`src/rtl/fifo_uart_pkg.sv`:
```
// Shared types and line levels for the FIFO-fed UART transmitter.
package fifo_uart_pkg;

    typedef enum logic [2:0] {
        StIdle   = 3'd0,
        StPop    = 3'd1,
        StLoad   = 3'd2,
        StStart  = 3'd3,
        StData   = 3'd4,
        StParity = 3'd5,
        StStop   = 3'd6
    } uart_tx_state_t;

    localparam logic UART_IDLE_LEVEL  = 1'b1;
    localparam logic UART_START_LEVEL = 1'b0;

endpackage

```
`src/rtl/baud_tick.sv`:
```
// Bit-period timer: tick is high on the last clk cycle of each serial bit.
module baud_tick #(
    parameter int unsigned CLKS_PER_BIT = 16
) (
    input  logic clk,
    input  logic reset,
    input  logic clear,
    output logic tick
);

    localparam int unsigned CW = (CLKS_PER_BIT > 1) ? $clog2(CLKS_PER_BIT) : 1;
    localparam logic [CW-1:0] LAST = CW'(CLKS_PER_BIT - 1);

    logic [CW-1:0] count_q, count_d;

    assign tick = (count_q == LAST);

    always_comb begin
        count_d = count_q + CW'(1);
        if (clear || tick) begin
            count_d = '0;
        end
    end

    always_ff @(posedge clk) begin
        if (reset) begin
            count_q <= '0;
        end else begin
            count_q <= count_d;
        end
    end

endmodule

```
`src/rtl/fifo_uart_tx.sv`:
```
// Pops bytes from the upstream FIFO and shifts each out as an LSB-first UART frame
// with optional even parity and one or two stop bits.
module fifo_uart_tx
    import fifo_uart_pkg::*;
#(
    parameter int unsigned DATA_WIDTH   = 8,
    parameter int unsigned CLKS_PER_BIT = 16,
    parameter int unsigned PARITY_EN    = 0,
    parameter int unsigned STOP_BITS    = 1
) (
    input  logic                  clk,
    input  logic                  reset,
    input  logic                  enable,
    input  logic                  fifo_rd_val,
    input  logic [DATA_WIDTH-1:0] fifo_rd_data,
    output logic                  fifo_rd_en,
    output logic                  tx,
    output logic                  busy
);

    localparam int unsigned BW = $clog2(DATA_WIDTH) + 1;
    localparam logic [BW-1:0] LAST_DATA = BW'(DATA_WIDTH - 1);
    localparam logic [BW-1:0] LAST_STOP = BW'(STOP_BITS - 1);

    uart_tx_state_t        state_q, state_d;
    logic [DATA_WIDTH-1:0] shift_q, shift_d;
    logic                  parity_q, parity_d;
    logic [BW-1:0]         bit_cnt_q, bit_cnt_d;
    logic                  tx_q, tx_d;
    logic                  tick;
    logic                  state_change;

    baud_tick #(
        .CLKS_PER_BIT(CLKS_PER_BIT)
    ) u_baud_tick (
        .clk  (clk),
        .reset(reset),
        .clear(state_change),
        .tick (tick)
    );

    assign state_change = (state_d != state_q);

    always_comb begin
        state_d   = state_q;
        shift_d   = shift_q;
        parity_d  = parity_q;
        bit_cnt_d = bit_cnt_q;
        unique case (state_q)
            StIdle: begin
                if (enable && fifo_rd_val) begin
                    state_d = StPop;
                end
            end
            StPop: begin
                state_d = fifo_rd_val ? StLoad : StIdle;
            end
            StLoad: begin
                shift_d  = fifo_rd_data;
                parity_d = ^fifo_rd_data;
                state_d  = StStart;
            end
            StStart: begin
                if (tick) begin
                    state_d = StData;
                end
            end
            StData: begin
                if (tick) begin
                    shift_d = shift_q >> 1;
                    if (bit_cnt_q == LAST_DATA) begin
                        state_d = (PARITY_EN != 0) ? StParity : StStop;
                    end else begin
                        bit_cnt_d = bit_cnt_q + BW'(1);
                    end
                end
            end
            StParity: begin
                if (tick) begin
                    state_d = StStop;
                end
            end
            StStop: begin
                if (tick) begin
                    if (bit_cnt_q == LAST_STOP) begin
                        state_d = StIdle;
                    end else begin
                        bit_cnt_d = bit_cnt_q + BW'(1);
                    end
                end
            end
            default: begin
                state_d = StIdle;
            end
        endcase
        if (state_d != state_q) begin
            bit_cnt_d = '0;
        end
    end

    // tx is decoded from the next state so the registered line changes with the state.
    always_comb begin
        tx_d = UART_IDLE_LEVEL;
        case (state_d)
            StStart:  tx_d = UART_START_LEVEL;
            StData:   tx_d = shift_d[0];
            StParity: tx_d = parity_d;
            default:  tx_d = UART_IDLE_LEVEL;
        endcase
    end

    always_ff @(posedge clk) begin
        if (reset) begin
            state_q   <= StIdle;
            shift_q   <= '0;
            parity_q  <= 1'b0;
            bit_cnt_q <= '0;
            tx_q      <= UART_IDLE_LEVEL;
        end else begin
            state_q   <= state_d;
            shift_q   <= shift_d;
            parity_q  <= parity_d;
            bit_cnt_q <= bit_cnt_d;
            tx_q      <= tx_d;
        end
    end

    assign fifo_rd_en = (state_q == StPop);
    assign busy       = (state_q != StIdle);
    assign tx         = tx_q;

endmodule

```
`config.mk`:
```
export PLATFORM = sky130hd
export DESIGN_NAME = fifo_uart_tx
export DESIGN_NICKNAME = d
export VERILOG_FILES = /design/src/rtl/fifo_uart_pkg.sv /design/src/rtl/baud_tick.sv /design/src/rtl/fifo_uart_tx.sv
export SDC_FILE = /design/constraint.sdc
export NUM_CORES = 1
export LEC_CHECK = 0
export BUFFER_PORTS_ARGS = -buffer_cell sky130_fd_sc_hd__buf_2
export CAP_MARGIN = 20
export CORE_MARGIN = 2
export CORE_UTILIZATION = 60
export DETAILED_ROUTE_END_ITERATION = 10
export HOLD_SLACK_MARGIN = 0.15
export MAX_ROUTING_LAYER = met4
export PLACE_DENSITY = 0.82
export SLEW_MARGIN = 30
export SYNTH_ARGS = -nofsm -noshare
export SYNTH_HDL_FRONTEND = slang
export SYNTH_SLANG_ARGS = --single-unit
```
`constraint.sdc`:
```
create_clock -name clk -period 2.6 [get_ports clk]
set_input_delay 0.26 -clock clk [delete_from_list [all_inputs] [get_ports clk]]
set_output_delay 0.26 -clock clk [all_outputs]
set_load 0.05 [all_outputs]
```
# After elaboration in Yosys (flattened, before gate mapping)
# Index checks and enable logic that the tools add are counted.
[totals]
regBits = 21
inputBits = 12
[classes]
n_addsub = 2
n_eq_ne = 16
muxes = 18
reduce_logical = 12
[op_table]
columns = ["op", "count"]
rows = [
  ["3-bit 2-to-1 mux", 7],
  ["3-bit one-hot mux with 7 select lines", 1],
  ["4-bit 2-to-1 mux", 4],
  ["8-bit one-hot mux with 2 select lines", 1],
  ["3-bit == test (second input constant)", 5],
  ["3-bit by 2-bit == test with 1-bit output (second input constant)", 3],
  ["4-bit by 1-bit adder with 4-bit output (second input constant)", 2],
  ["8-bit 2-to-1 mux", 1],
  ["4-bit one-hot mux with 2 select lines", 1],
  ["8-bit XOR reduction", 1],
  ["5-bit AND reduction", 1],
  ["4-bit by 3-bit == test with 1-bit output (second input constant)", 1],
  ["4-bit == test (second input constant)", 1],
  ["4-bit logical NOT", 1],
  ["2-bit by 1-bit != test with 1-bit output (second input constant)", 2],
  ["2-bit != test (second input constant)", 2],
  ["2-bit nonzero test", 2],
  ["2-bit OR reduction", 2],
  ["3-bit by 1-bit == test with 1-bit output (second input constant)", 1],
  ["3-bit logical NOT", 1],
  ["3-bit != test", 1],
  ["1-bit one-hot mux with 3 select lines", 1],
  ["3-bit nonzero test", 1],
  ["2-bit 2-to-1 mux", 1],
  ["other kinds (4)", 4],
]

# Logic depth before layout (Yosys ltp)
# Gate-level depths: netlist of the first run.
[depth]
word_depth = 7
mapped_depth = 7
ltp_nobuf = 7

# Cells and area by module
# From an unflattened synthesis of the first run, not the netlist that was laid out.
[unflattened]
hier_cells = 136
hier_area_um2 = 1206.2
[by_module_without_submodules]
columns = ["module", "instances", "cells_each", "area_per_inst_um2"]
rows = [
  ["fifo_uart_tx", 1, 120, 1048.5],
  ["baud_tick", 1, 16, 157.7],
]

# Worst setup path before layout of the first run
# Ideal clock, no wire load.
[synth_path]
kind = "register to register"
from = "reg u_baud_tick.count_q[0]"
to = "reg u_baud_tick.count_q[3]"
t_arrival_ns = 1.521
t_required_ns = 2.469
setup_slack_ns = 0.948
stages_incl_launch_ff = 7
synth_period_minus_slack_ns = 1.652
path_cell_list = "dfxtp_1 ha_1 and3_1 o21ai_1 mux2_2 o221ai_2 nor3_1"
[synth_between]
elab_chain_cells = 6
elab_cells_between_ends = 10
cone_classes = "1 x add/sub; 2 x eq/ne; 5 x mux; 2 x reduce/logical"
[synth_lines]
columns = ["item", "line", "source"]
rows = [
  ["from (decl)", "baud_tick.sv:14", "logic [CW-1:0] count_q, count_d;"],
  ["from (signal assigned)", "baud_tick.sv:29", "count_q <= count_d;"],
  ["4-bit == test", "baud_tick.sv:16", "assign tick = (count_q == LAST);"],
  ["3-bit 2-to-1 mux (on tied branches)", "--", ""],
  ["3-bit one-hot mux with 7 select lines", "fifo_uart_tx.sv:49", "unique case (state_q)"],
  ["3-bit != test", "fifo_uart_tx.sv:42", "assign state_change = (state_d != state_q);"],
  ["1-bit logical OR", "baud_tick.sv:20", "if (clear || tick) begin"],
  ["2-bit OR reduction (no line)", "--", ""],
]
# Several ways; a longest one is shown, not always the timed one.
# A chain may end at the register's enable or synchronous reset.

# Worst setup path after layout of the first run
[layout_path]
from = "reg state_q[1]"
to = "reg tx_q (netlist: tx)"
[layout_between]
elab_chain_cells = 5
elab_cells_between_ends = 21
cone_classes = "9 x eq/ne; 11 x mux; 1 x reduce/logical"
[layout_lines]
columns = ["item", "line", "source"]
rows = [
  ["from (decl)", "fifo_uart_tx.sv:25", "uart_tx_state_t state_q, state_d;"],
  ["from (signal assigned)", "fifo_uart_tx.sv:114", "state_q <= StIdle;"],
  ["from (signal assigned)", "fifo_uart_tx.sv:120", "state_q <= state_d;"],
  ["3-bit 2-to-1 mux (on tied branches)", "fifo_uart_tx.sv:85, fifo_uart_tx.sv:71", ""],
  ["3-bit 2-to-1 mux (on tied branches)", "fifo_uart_tx.sv:84, fifo_uart_tx.sv:69", ""],
  ["3-bit one-hot mux with 7 select lines", "fifo_uart_tx.sv:49", ""],
  ["3-bit == test or 3-bit by 2-bit == test with 1-bit output (tied branches)", "fifo_uart_tx.sv:104", "case (state_d)"],
  ["1-bit one-hot mux with 3 select lines (*)", "fifo_uart_tx.sv:104", ""],
  ["to (signal assigned)", "fifo_uart_tx.sv:124", "tx_q <= tx_d;"],
  ["to (decl)", "fifo_uart_tx.sv:29", "logic tx_q, tx_d;"],
]
# Mark *: on every way between the ends. The rest lies on a longest branch, timed or not.

==> qor.yml, run 1 <==
fp.dieW_um: 47.8
ys_warn_count: 0
hpwlAfterDp_um: 1780
die_y_um: 47.8
drive_gt1_share_pct: 18.9
antenna_found_initial: 0
r2r_end: "tx"
required_ns: 2.80
grt_pass1_vias: 917
row_count: 15
clk_pin_slew_ns: 0.12
synthCells: 134
cts.sinks: 21
status: "finished clean"
max-cap-violations: 0
die_area_mm2: 0.00228
finalPower_mw: 0.592
r2r_start: "state_q[1]"
leakagePower_nw: 0.446
power_per_cell_area_mw_per_mm2: 469
fillers: 166
cts_setup_buffers: 0
setup_viol: 0
slew_viol_final: 0
diodes: 0
worstHoldStart: "fifo_rd_data[7]"
worst_ir_drop_vdd_mv: 0.508
hold_buffers: 0
yosysSeqAreaShare_pct: 36.5
cts-buffers-inserted: 3
synth_cell_types: 42
wire_per_inst_um: 13.4
startpoint_type: "register"
tns_ns: 0
rsz0062_at_grt: "no"
clock.fmax_mhz: 501
fin_crit_sh_pct: 76.7
max_slew_margin_pct: 66.8
nets: 164
cts.repair.resized: 0
final_hold_viol_count: 0
synth_async_sr_flop_share_pct: 0
grt_max_degree: 16
drtAntennaViolNets: 0
synth_flop_cell: "dfxtp_1"
yosys-top-cells-count: "21 x dfxtp_1, 16 x a21oi_1, 14 x nand2_1"
cp-end-kind: "register"
utilization_pct: 71.6
synth_area_leader_cell: "dfxtp_1"
dr.first_iter.drc_count: 15
vias: 993
netlist_area_mm2: 0.00115
yosysMostFrequentCell: "dfxtp_1"
synth-edff-count: 0
wirelength_um: 2330
crit_fanout: 15
track_usage_pct: 23.5
core_area_mm2: 0.00176
h-tree-depth: 1
drt-pass1-iter-count: 4
reg2reg_slack_ns: 0.60
yosys-top-cells-area: "dfxtp_1 37%, xnor2_1 7.6%, a21oi_1 7.0%, nand2_1 4.6%, a22oi_1 3.9%"
area_growth_pct: 9.67
synth_nets: 149
synth_top_area_share_pct: 36.5
hold_class: "in2reg"
cts_buffer_depth: 2
start_util_pct: 65.2
ys_seq_elements: 21
ios: 15
cp_data_arrival_time_ns: 2.19
fin_worst_skew_ns: 0.00673
reg2reg_depth: 6
cts_tree: "yes"
hold_depth: 3
vias_per_cell: 5.74
fin_crit_ns: 2.00
grt-ovfl-total: 0
root_buffer: "clkbuf_4"
avgSynthCellArea_um2: 8.59
min_to: "shift_q[7]"
portBuffers: 14
place_congestion: 0.892
grt_pass1_wl_um: 3730
worst_slew_pin_slew_ns: 0.497
drc: 0
clk_latency_ns: 0.30
critPathKind: "reg2reg"
[cells by family (layout without fill, tap and decap cells)]
family	Yosys count	count (layout)	synth area share, %
xor gates and xnor gates	12	12	9.13
AOI/OAI and AO/OA	33	33	19.2
and+or+nand+nor	55	55	27.0
DFF	21	21	36.5
adders and majority gates	3	3	3.26
muxes	2	2	1.85
buffers and inverters	8	22	3.04
[critical path, stage by stage (launching register included)]
cell and delay, ns:
dfxtp_1 0.65, nor3b_1 0.26, buf_4 0.23, o21ba_4 0.20
a221o_1 0.31, mux2i_1 0.13, a31oi_1 0.10
[per-stage QoR]
stage | instance area, µm² | setup slack (ns) | cells | hold WS (ns)
floorplan | 1150 | 0.948 | 134 | 0.332
global placement | 1240 | 0.734 | 169 | 0.442
detailed placement | 1240 | 0.647 | 169 | 0.455
CTS | 1260 | 0.624 | 173 | 0.202
global route | 1260 | 0.496 | 173 | 0.239
finish | 1260 | 0.605 | 173 | 0.200
[cell type report]
type                       instances  area [µm²]  share of cell area (%)
multi-input combinational        105         696                    55.1
inverter                           3        11.3                   0.892
sequential                        21         420                    33.3
clock buffer                       4        26.3                    2.08
timing repair buffer              15        77.6                    6.14
tap                               25        31.3                    2.48
[state kept, by name (all words and copies together), names as in the netlist]
| signal | count |
|---|---|
| state_q | 3 |
| tx | 1 |
| shift_q | 8 |
| bit_cnt_q | 4 |
| parity_q | 1 |
| u_baud_tick.count_q | 4 |
[power breakdown]
group | switching [mW] | leakage, nW | internal (mW)
Combinational | 0.0525 | 0.261 | 0.0404
Sequential | 0.0108 | 0.170 | 0.331
Clock | 0.0975 | 0.0150 | 0.0597
[metal layers]
| metal | vias up | track usage, % | part of all wire [%] |
|---|---|---|---|
| met5 | - | - | 0 |
| met4 | 0 | 4.32 | 0 |
| met3 | 0 | 3.40 | 3.6 |
| met2 | 22 | 42.1 | 53 |
| met1 | 469 | 27.9 | 44 |
| li1 | 502 | - | - |
[worst max path at each step]
stage	startpoint	endpoint	depth (start not counted)
floorplan	u_baud_tick.count_q[0]	u_baud_tick.count_q[3]	6
global placement	state_q[2]	tx	5
detailed placement	state_q[1]	tx	6
CTS	state_q[1]	tx	6
global route	u_baud_tick.count_q[0]	bit_cnt_q[3]	6
finish	state_q[1]	tx	6
[cells in the final DEF (no fill, tap or decap), types with 2 or more instances in the layout]
cell type  instances
a21oi_1           16
a22oi_1            6
a31oi_1            2
and2_1             2
buf_2             14
clkbuf_4           3
dfxtp_1           21
ha_1               3
inv_1              3
nand2_1           14
nand3_1            5
nand3b_1           3
nor2_1            10
nor2b_1            4
nor3_1             3
or3_1              2
xnor2_1           10
xor2_1             2
(Power assumes the default switching activity.)
==> inputs of run 2 (changes only) <==
--- a/config.mk
+++ b/config.mk
@@ -5,14 +5,16 @@
 export SDC_FILE = /design/constraint.sdc
 export NUM_CORES = 1
 export LEC_CHECK = 0
+export ABC_AREA = 1
 export BUFFER_PORTS_ARGS = -buffer_cell sky130_fd_sc_hd__buf_2
 export CAP_MARGIN = 20
+export CORE_ASPECT_RATIO = 2
 export CORE_MARGIN = 2
-export CORE_UTILIZATION = 60
+export CORE_UTILIZATION = 52
 export DETAILED_ROUTE_END_ITERATION = 10
 export HOLD_SLACK_MARGIN = 0.15
 export MAX_ROUTING_LAYER = met4
-export PLACE_DENSITY = 0.82
+export PLACE_DENSITY = 0.75
 export SLEW_MARGIN = 30
 export SYNTH_ARGS = -nofsm -noshare
 export SYNTH_HDL_FRONTEND = slang
==> constraint.sdc (replaced) <==
create_clock -name clk -period 1.8 [get_ports clk]
set_input_delay 0.18 -clock clk [delete_from_list [all_inputs] [get_ports clk]]
set_output_delay 0.18 -clock clk [all_outputs]
set_load 0.05 [all_outputs]
==> qor.yml, run 2 <==
synthCells: 213  # +59%
synth_nets: 228  # +53%
die_y_um: 76.1  # +59%
vias: 1348  # +36%
synth_flop_cell: "dfxtp_1"
crit_fanout: 8  # -7
slew_viol_final: 0  # unchanged
fin_crit_ns: 1.63  # -0.361 ns
grt-ovfl-total: 0  # unchanged
ys_warn_count: 0  # unchanged
netlist_area_mm2: 0.00135  # +17%
startpoint_type: "register"
clock.fmax_mhz: 612  # +22%
clk_latency_ns: 0.26  # -0.04 ns
clk_pin_slew_ns: 0.07  # -0.05 ns
top_layer: "met4"
slowest_delay_ns: 0.36  # -0.29 ns
cp_data_arrival_time_ns: 1.83  # -0.36 ns
worst_ir_drop_vdd_mv: 0.424  # -17%
synth_area_leader_cell: "dfxtp_1"
hpwlAfterDp_um: 2510  # +41%
grt_pass1_vias: 1288  # +40%
met1_length_um: 975  # -4.4%
core_area_mm2: 0.00250  # +42%
dp_slack_ns: 0.167  # -0.480 ns
ys_seq_elements: 21  # unchanged
crit_slowest_cell: "dfxtp_1"
wire_per_inst_um: 11.7  # -13%
yosysMostFrequentCell: "nand2_1"
hold_buffers: 0  # unchanged
power_per_cell_area_mw_per_mm2: 657  # +40%
grt_max_degree: 14  # -2
critPathKind: "reg2reg"
synth_async_sr_flop_share_pct: 0  # unchanged
leakagePower_nw: 0.728  # +63%
cts.repair.resized: 0  # unchanged
start_util_pct: 53.9  # -11 points
synth_cell_types: 27  # -36%
track_usage_pct: 22.9  # -0.63 points
drtAntennaViolNets: 0  # unchanged
cts-buffers-inserted: 3  # unchanged
cts_buffer_depth: 2  # unchanged
fin_crit_sh_pct: 90.8  # +14 points
worst_slew_pin_slew_ns: 0.304  # -0.193 ns
synth_top_area_share_pct: 31.1  # -5.4 points
area_growth_pct: 10.2
drt-pass1-iter-count: 4  # unchanged
diodes: 0  # unchanged
path_cells: "ha_1, nand3_4, o21ai_4, nand2_2, nor2_4, nand2_2, nand2_2, nand2_4, a21oi_2"
fin_worst_skew_ns: 0.00450  # -0.00222 ns
crit_top_cell: "nand2_2"
max_flop_register: "shift_q"
avgSynthCellArea_um2: 6.34  # -26%
die_area_mm2: 0.00305  # +33%
cp-end-kind: "register"
fin_ws_ns: 0.165  # -0.439 ns
fp.dieW_um: 40.0  # -16%
layout_common_cells: "76 x nand2_1, 24 x nand3_1, 23 x inv_1, 21 x dfxtp_1, 18 x nor2_1"
nets: 244  # +49%
portBuffers: 14  # unchanged
max_slew_margin_pct: 79.6  # +13 points
status: "finished clean"
max-cap-violations: 0  # unchanged
antenna_found_initial: 0  # unchanged
final_common_cell: "nand2_1"
final_hold_viol_count: 0  # unchanged
wl_met2_um: 1820  # +49%
hold_class: "in2reg"
yosysSeqAreaShare_pct: 31.1  # -5.4 points
grt_pass1_wl_um: 4930  # +32%
yosys-top-cells-area: "dfxtp_1 31%, nand2_1 21%, nand3_1 8.9%, inv_1 6.4%, nor2_1 5.0%"
wirelength_um: 2990  # +29%
rsz0062_at_grt: "no"
tns_ns: 0  # unchanged
reg2reg_slack_ns: 0.17  # -0.44 ns
cts_tree: "yes"
place_congestion: 0.882  # -1.1%
row_count: 26  # +11
cts_setup_buffers: 0  # unchanged
dr.first_iter.drc_count: 32  # +17
vias_per_cell: 5.27  # -8.3%
yosys-top-cells-count: "76 x nand2_1, 24 x nand3_1, 23 x inv_1"
reg_top3: "shift_q x8, bit_cnt_q x4, u_baud_tick.count_q x4"
required_ns: 1.99  # -0.81 ns
largest_reg_flops: 8  # unchanged
drc: 0  # unchanged
cp.buffers_inverters: 0  # -1
drive_gt1_share_pct: 18.0  # -0.94 points
crit_family: "simple AND/OR/NAND/NOR gates"
synth-edff-count: 0  # unchanged
setup_viol: 0  # unchanged
ios: 15  # unchanged
h-tree-depth: 1  # unchanged
root_buffer: "clkbuf_8"
dr_wl_met3_um: 78  # -6.0%
cts.sinks: 21  # unchanged
[run 2: changes by cell type in the layout (fill, tap and decap cells not counted), moves of 6 or more]
| cell | change |
|---|---|
| a21oi_1 | -13 |
| a22oi_1 | -6 |
| inv_1 | +20 |
| inv_2 | +6 |
| nand2_1 | +62 |
| nand3_1 | +19 |
| nor2_1 | +8 |
| xnor2_1 | -9 |
[run 2: kinds of logic after synthesis]
kind of cell | Yosys count | share of synthesized area [%]
xor+xnor | 4 | 2.59
flops | 21 | 31.1
compound gates | 16 | 8.61
buf+inv | 32 | 9.07
fa+ha+maj | 3 | 2.78
simple gates | 137 | 45.8
[run 2: path summary, 6_finish.rpt]
| check | start | end | depth (start not counted) |
|---|---|---|---|
| hold / removal | fifo_rd_data[7] | shift_q[7] | 3 |
| setup reg to reg | u_baud_tick.count_q[0] | bit_cnt_q[2] | 9 |
| setup / recovery | u_baud_tick.count_q[0] | bit_cnt_q[2] | 9 |
| hold reg to reg | u_baud_tick.count_q[0] | u_baud_tick.count_q[0] | 1 |
[run 2: metrics by stage]
step / hold slack (ns) / total power [mW] / cells / utilization, % / area [µm²]
final: 0.221 / 0.978 / 256 / 59.4 / 1490
after CTS: 0.217 / 0.987 / 256 / 59.4 / 1490
after global placement: 0.433 / 0.688 / 252 / 57.6 / 1440
after floorplan: 0.249 / 0.642 / 213 / - / 1350
after detailed placement: 0.440 / 0.690 / 252 / 57.6 / 1440
after global routing: 0.225 / 1.03 / 256 / 59.4 / 1490
[run 2: where the power goes]
group	internal, mW	switching (mW)	leakage [nW]
Combinational	0.0617	0.121	0.533
Clock	0.154	0.145	0.0255
Sequential	0.482	0.0142	0.170
Total	0.697	0.281	0.728
[run 2: final cells by class]
class,instances,area [µm²]
fillers,252,1020
multi-input cells,160,808
flip-flops and latches,21,420
inverters,29,109
repair buffers,14,70.1
clock buffers,3,41.3
well taps,28,35.0
clock inverters,1,5.00
[run 2: worst min-delay path, cell delays in order]
cell     delay (ns)
buf_2          0.12
nand2_1        0.06
a21oi_1        0.06
[run 2: metal layers]
metal,vias to the layer above,global-route usage [%]
met3,14,3.50
met5,-,-
li1,705,-
met2,32,42.3
met1,597,18.6
met4,0,12.4
